===== config.mk =====
export PLATFORM = sky130hd
export DESIGN_NAME = afifo_rd_stream
export DESIGN_NICKNAME = d
export VERILOG_FILES = /design/src/rtl/afifo_rd_stream.sv
export SDC_FILE = /design/constraint.sdc
export NUM_CORES = 1
export LEC_CHECK = 0
export BUFFER_PORTS_ARGS = -buffer_cell sky130_fd_sc_hd__clkbuf_2
export CAP_MARGIN = 20
export CORE_UTILIZATION = 40
export CTS_BUF_LIST = sky130_fd_sc_hd__clkbuf_8
export DETAILED_ROUTE_END_ITERATION = 8
export HOLD_SLACK_MARGIN = 0.05
export PLACE_DENSITY = 0.66
export REMOVE_ABC_BUFFERS = 1
export SLEW_MARGIN = 20
export SYNTH_ARGS = -nofsm -noshare
export SYNTH_HDL_FRONTEND = slang
export SYNTH_SLANG_ARGS = --single-unit

===== constraint.sdc =====
create_clock -name rclk -period 2.7 [get_ports rclk]
set_clock_uncertainty 0.2 [all_clocks]
set_input_delay 0.54 -clock rclk [delete_from_list [all_inputs] [get_ports rclk]]
set_output_delay 0.54 -clock rclk [all_outputs]
set_load 0.005 [all_outputs]

===== src/rtl/afifo_rd_stream.sv =====
`default_nettype none
// ============================================================================
// Module   : afifo_rd_stream
// Brief    : Async-FIFO read-side skid stage: pops the show-ahead port into a
//            2-entry register buffer and presents a valid/ready stream.
// Revision : 1.0 - initial release
// ============================================================================
module afifo_rd_stream #(
    parameter int DSIZE = 24,
    parameter int CNTW  = 16
) (
    input  logic             rclk,
    input  logic             rrst_n,
    input  logic             rempty,
    input  logic [DSIZE-1:0] rdata,
    output logic             rinc,
    output logic [DSIZE-1:0] m_data,
    output logic             m_valid,
    input  logic             m_ready,
    input  logic             flush,
    output logic [1:0]       level,
    output logic [CNTW-1:0]  xfer_cnt
);

    localparam logic [1:0] c_LVL_EMPTY = 2'd0;
    localparam logic [1:0] c_LVL_ONE   = 2'd1;
    localparam logic [1:0] c_LVL_FULL  = 2'd2;

    logic [1:0]       r_level;
    logic             r_valid;
    logic [DSIZE-1:0] r_head;
    logic [DSIZE-1:0] r_tail;
    logic [CNTW-1:0]  r_xfer_cnt;

    logic             w_pop;
    logic             w_xfer;
    logic [1:0]       w_level_nxt;
    logic             w_load_head;
    logic             w_head_from_tail;
    logic             w_load_tail;

    // Pop decision uses only registered occupancy, never m_ready, so the
    // FIFO read-pointer path stays short.
    assign w_pop  = rrst_n & ~rempty & ~flush & (r_level != c_LVL_FULL);
    assign w_xfer = r_valid & m_ready;

    always_comb begin
        w_level_nxt      = r_level;
        w_load_head      = 1'b0;
        w_head_from_tail = 1'b0;
        w_load_tail      = 1'b0;
        if (flush) begin
            w_level_nxt = c_LVL_EMPTY;
        end else begin
            case (r_level)
                c_LVL_EMPTY: begin
                    if (w_pop) begin
                        w_load_head = 1'b1;
                        w_level_nxt = c_LVL_ONE;
                    end
                end
                c_LVL_ONE: begin
                    case ({w_pop, w_xfer})
                        2'b11: w_load_head = 1'b1;
                        2'b10: begin
                            w_load_tail = 1'b1;
                            w_level_nxt = c_LVL_FULL;
                        end
                        2'b01: w_level_nxt = c_LVL_EMPTY;
                        default: w_level_nxt = r_level;
                    endcase
                end
                c_LVL_FULL: begin
                    if (w_xfer) begin
                        w_load_head      = 1'b1;
                        w_head_from_tail = 1'b1;
                        w_level_nxt      = c_LVL_ONE;
                    end
                end
                default: w_level_nxt = c_LVL_EMPTY;
            endcase
        end
    end

    always_ff @(posedge rclk or negedge rrst_n) begin
        if (!rrst_n) begin
            r_level    <= c_LVL_EMPTY;
            r_valid    <= 1'b0;
            r_head     <= '0;
            r_xfer_cnt <= '0;
        end else begin
            r_level <= w_level_nxt;
            r_valid <= (w_level_nxt != c_LVL_EMPTY);
            if (w_load_head) begin
                r_head <= w_head_from_tail ? r_tail : rdata;
            end
            // A transfer on a flush edge still completed, so it is counted.
            if (w_xfer) begin
                r_xfer_cnt <= r_xfer_cnt + CNTW'(1);
            end
        end
    end

    // Tail is only observed after being written, so it carries no reset.
    always_ff @(posedge rclk) begin
        if (w_load_tail) begin
            r_tail <= rdata;
        end
    end

    assign rinc     = w_pop;
    assign m_data   = r_head;
    assign m_valid  = r_valid;
    assign level    = r_level;
    assign xfer_cnt = r_xfer_cnt;

endmodule
`default_nettype wire


======== Yosys cells after proc, flatten, opt, wreduce, memory -nomap -nowiden ========
Cells that the tools add are included.
cells by class
  bitwise operators ....................... 6
  equal/unequal tests ..................... 6
  reductions and logical operators ........ 2
  add/subtract/negate cells ............... 1
  multiplexer cells ....................... 16
operator list
  operator               number
  $mux 24                1
  $add 16x1->16 const B  1
  $mux 1                 9
  $eq 2x2->1 const B     3
  $mux 2                 3
  $pmux 2 s3             1
  $and 1x1->1            4
  $eq 2x1->1 const B     2
  $pmux 2 s2             1
  $pmux 1 s3             1
  $logic_not 2->1        1
  $ne 2x2->1 const B     1
  $not 1->1              2
  $reduce_bool 2->1      1
word-level totals
  output and inout bits ................... 44
  register bits ........................... 67
  word-level logic and storage cells ...... 36
  input bits .............................. 29

======== Logic depth before layout (Yosys ltp) ========
  word-level depth ........................ 9
  gate-level depth with buffers ........... 7
  depth with buffers taken out ............ 7

======== Worst setup path after synthesis ========
OpenSTA, ideal clock, no wires.
  kind .................................... input -> register
  from .................................... input flush
  to ...................................... register r_tail[0] (enable)
  data required time ...................... 2,095 ps
  library setup time ...................... 405 ps
  arrival time ............................ 2,417 ps
  buffers on the path ..................... 0
  cell stages on the path ................. 5
  path slack .............................. -322 ps
  cells stage by stage .................... or3b_1 > nor2_1 > ha_1 > nand3b_1 > nor2_1
on the way
  word-level cells in the longest chain between the ends .. 7
ends and longest elaborated chain
  item                      RTL line  text
  start: declaration        20        input logic flush,
  $not 1->1                 44        assign w_pop = rrst_n & ~rempty & ~flush & (r_level != c_LVL_FULL);
  $and 1x1->1 (2 in a row)  44
  net rinc                  16        output logic rinc,
  $eq 2x2->1                63        case ({w_pop, w_xfer})
  $mux 1                    63
  $mux 1                    55        case (r_level)
  $mux 1                    52        if (flush) begin
  net w_load_tail           40        logic w_load_tail;
  end signal: assignment    107       r_tail <= rdata;
  end: declaration          32        logic [DSIZE-1:0] r_tail;
The timed path passes the listed nets, and every way through them passes these cells.
A chain may end at the register's enable or synchronous reset.

======== Final worst setup path ========
  from .................................... input rrst_n
  to ...................................... register r_head[17] (netlist: m_data[17])
on the way
  word-level cells in the longest chain between the ends .. 7
  elaborated cells on any way between the ends .. 8
  those cells by class .................... eq/ne: 1; mux: 4; bitwise: 3
ends and longest elaborated chain
  item                          RTL line  text
  start: declaration            13        input logic rrst_n,
  $and 1x1->1 (*) (3 in a row)  44
  $eq 2x2->1                    63
  $mux 1                        63
  $pmux 1 s3 (*)                55
  $mux 1 (*)                    52
  end signal: assignment        95        r_head <= w_head_from_tail ? r_tail : rdata;
  end: declaration              31        logic [DSIZE-1:0] r_head;
Every way passes the cells marked *; elsewhere a longest branch is shown, timed or not.

==> metrics <==
total placed cells including tap cells 335; Leak 0.00159 uW; initial core utilization 0.412; Setup WS post-layout 0.536 ns; peak fanout along the critical path 6; Synth cell types 25; clock latency on the worst-skew pair 0.33 ns; required time at the worst-slack endpoint 2.72 ns; largest voltage drop on the vdd net 368 uV; floorplan die width 85.5 microns; I/O pin count 73; highest metal layer with signal wires met4; most frequent cell after synthesis mux2_2; # hold bufs at CTS 0; HPWL after DPL 3630 microns; highest clock rate 462 MHz; type of the worst setup path primary input to flip-flop; unrepaired setup endpoints after global routing false; part of the Yosys area used for sequential elements 0.645; Final Hold Violating Endpoints 0; sum of met2 wire segment lengths after detailed routing 2400 microns; number of synthesized register bits 67; main area contributors after synthesis dfrtp_1 (39%), edfxtp_1 (26%), mux2_2 (20%); combinational cell fraction of total power 0.128; area added between synthesis and finish 26.5%; Final min period 2.16 ns; power per unit of standard cell area 700 nW/um^2; Post-Layout Cell Count 351; Floorplan Core Area 6760 sq um; Synth area leader dfrtp_1; worst stage delay on the critical path 0.36 ns; part of the cycle the worst path needs 0.801; kind of cell adding the most delay to the critical path simple AND/OR/NAND/NOR gates; remaining max-slew budget at the tightest pin 0.591; DRC Markers 0; number of CTS-inserted buffers 9; Main synth FF type dfrtp_1; via count 1738; share of cells above drive strength 1 0.546; weighted congestion reported at the end of routability-driven placement 0.701; DIE AREA 7300 sq um; Routed WL per cell 14.6 microns; nature of the critical path startpoint primary input; pin count of the biggest net entering global routing 44; hold_ws 0.132 ns; power share of the clock group 0.367; Pre-antenna DRT Iters 4; number of cells produced by synthesis 179; global-route wire length before repair 8510 microns; Longest Clk Path Bufs 2; fraction of synthesized cell area taken by the top area cell type 0.386; number of enable-type register cells in the synthesized netlist 24; wire length reported by the detailed router 5120 microns; Post-DRT Antenna Nets 0; Via density 4.95; total count of max-transition violations in the final report 0; part of the total power dissipated in sequential elements 0.505; fraction of synthesis flops using an asynchronous set or reset pin 0.642; Critical Path Slowest Stage Cell or3b_1; net switching power 570 uW; fill count 580; endpoint class of the critical path flip-flop; Internal Dissipation 1900 uW; Iteration-0 DRC Markers 58; number of global-route vias before repair 1712; floorplan row count 30; worst-case setup slack after placement 0.156 ns; met3 WL 294 microns; overall power after layout 2470 uW; GRT Overall Usage 0.155; post-detailed-placement cell area 3310 sq um; CTS H-tree lvls 3; worst min-delay path class primary input to asynchronous set/reset pin; Synth warnings 0; commonest cells in the synthesized netlist mux2_2 (49), dfrtp_1 (43), edfxtp_1 (24); clock-pin transition on the worst setup and hold timing paths 0.07 ns; clock sink total 67; Post-CTS Setup Inserts 0; result of the run finished clean; Post-Layout Inst Area 3520 sq um; Final Net Count 298; Buf+Inv Stages, Crit Path 2; Final Setup Violations 0; Synth Cell Area 2790 sq um; Met1 Routed Length 2320 microns; total inserted antenna cells 0; Root Driver clkbuf_8; maximum capacitance violations 0; cell breakdown of the critical path clkbuf_2 > or3b_1 > nor2_1 > ha_1 > nand2_1 > a31oi_4 > buf_4 > mux2_2; mean post-synth cell area 15.6 sq um; fraction of power spent switching nets 0.231; slew at the pin closest to its max-slew limit 0.608 ns; GRT Residual Overflow 0; die height 85.5 microns; CP Data Arrival Time 2.18 ns; quantity of gates resized following cts 0; number of antenna violations at the first check in global routing 0; TritonCTS clock tree built; quantity of I/O buffers inserted on ports 72
sequential cells by signal, indices dropped and copies added (netlist names):
| register | cells |
|---|---|
| level | 2 |
| m_data | 24 |
| m_valid | 1 |
| xfer_cnt | 16 |
| r_tail | 24 |
layer usage:
metal / global-route usage / vias up
met3: 0.0399 / 9
met2: 0.238 / 52
met4: 0.0818 / 0
met1: 0.204 / 845
met5: 0 / -
li1: - / 832
layout by cell type, fill, tap and decap left out, types with 3 or more instances in the layout:
cell and count:
nor2_1 4, xnor2_1 8, edfxtp_1 24, nand2_1 7, nand4_1 3, xor2_1 7
nand3_1 7, clkbuf_8 10, nor4_1 3, dfrtp_1 43, mux2_2 49, buf_4 6
ha_1 3, clkbuf_2 72
kinds of logic (layout without fill, tap and decap cells):
kind of cell / Yosys count / count (layout) / synth area share
buffers and inverters: 5 / 97 / 0.0121
xor gates and xnor gates: 15 / 15 / 0.0472
DFF: 67 / 67 / 0.645
AOI/OAI and AO/OA: 3 / 3 / 0.0130
and+or+nand+nor: 37 / 37 / 0.0714
muxes: 49 / 49 / 0.198
adders and majority gates: 3 / 3 / 0.0135
power groups by stage:
stage | combinational (uW) | clock [uW] | sequential (uW)
floorplan | 133 | 0 | 1270
global route | 356 | 971 | 1270
global placement | 316 | 0 | 1260
finish | 317 | 905 | 1250
CTS | 325 | 932 | 1250
detailed placement | 324 | 0 | 1270
stage by stage:
stage	TNS, ns	utilization
floorplan	-9.60	-
global placement	0	0.489
detailed placement	0	0.489
CTS	0	0.522
global route	0	0.522
finish	0	0.522
path summary, 6_finish.rpt:
kind,startpoint,end,slack (ns),cells after the start
min in group rclk,rdata[16],r_tail[16],0.19,1
min reg2reg,xfer_cnt[15],xfer_cnt[15],0.27,1
max reg2reg,level[0],m_data[21],0.63,5
max in group asynchronous,rrst_n,m_data[6],1.79,2
min,rrst_n,xfer_cnt[13],0.13,2
max,rrst_n,m_data[17],0.54,8
cell type report:
type | instances | area [sq um] | share of cell area
multi-input combinational | 107 | 961 | 0.273
tap | 80 | 100 | 0.0284
inverter | 1 | 3.75 | 0.00106
sequential | 67 | 1800 | 0.510
timing repair buffer | 80 | 445 | 0.126
clock buffer | 10 | 138 | 0.0390
clock inverter | 6 | 80.1 | 0.0227
Power figures use the tool's default switching activity.
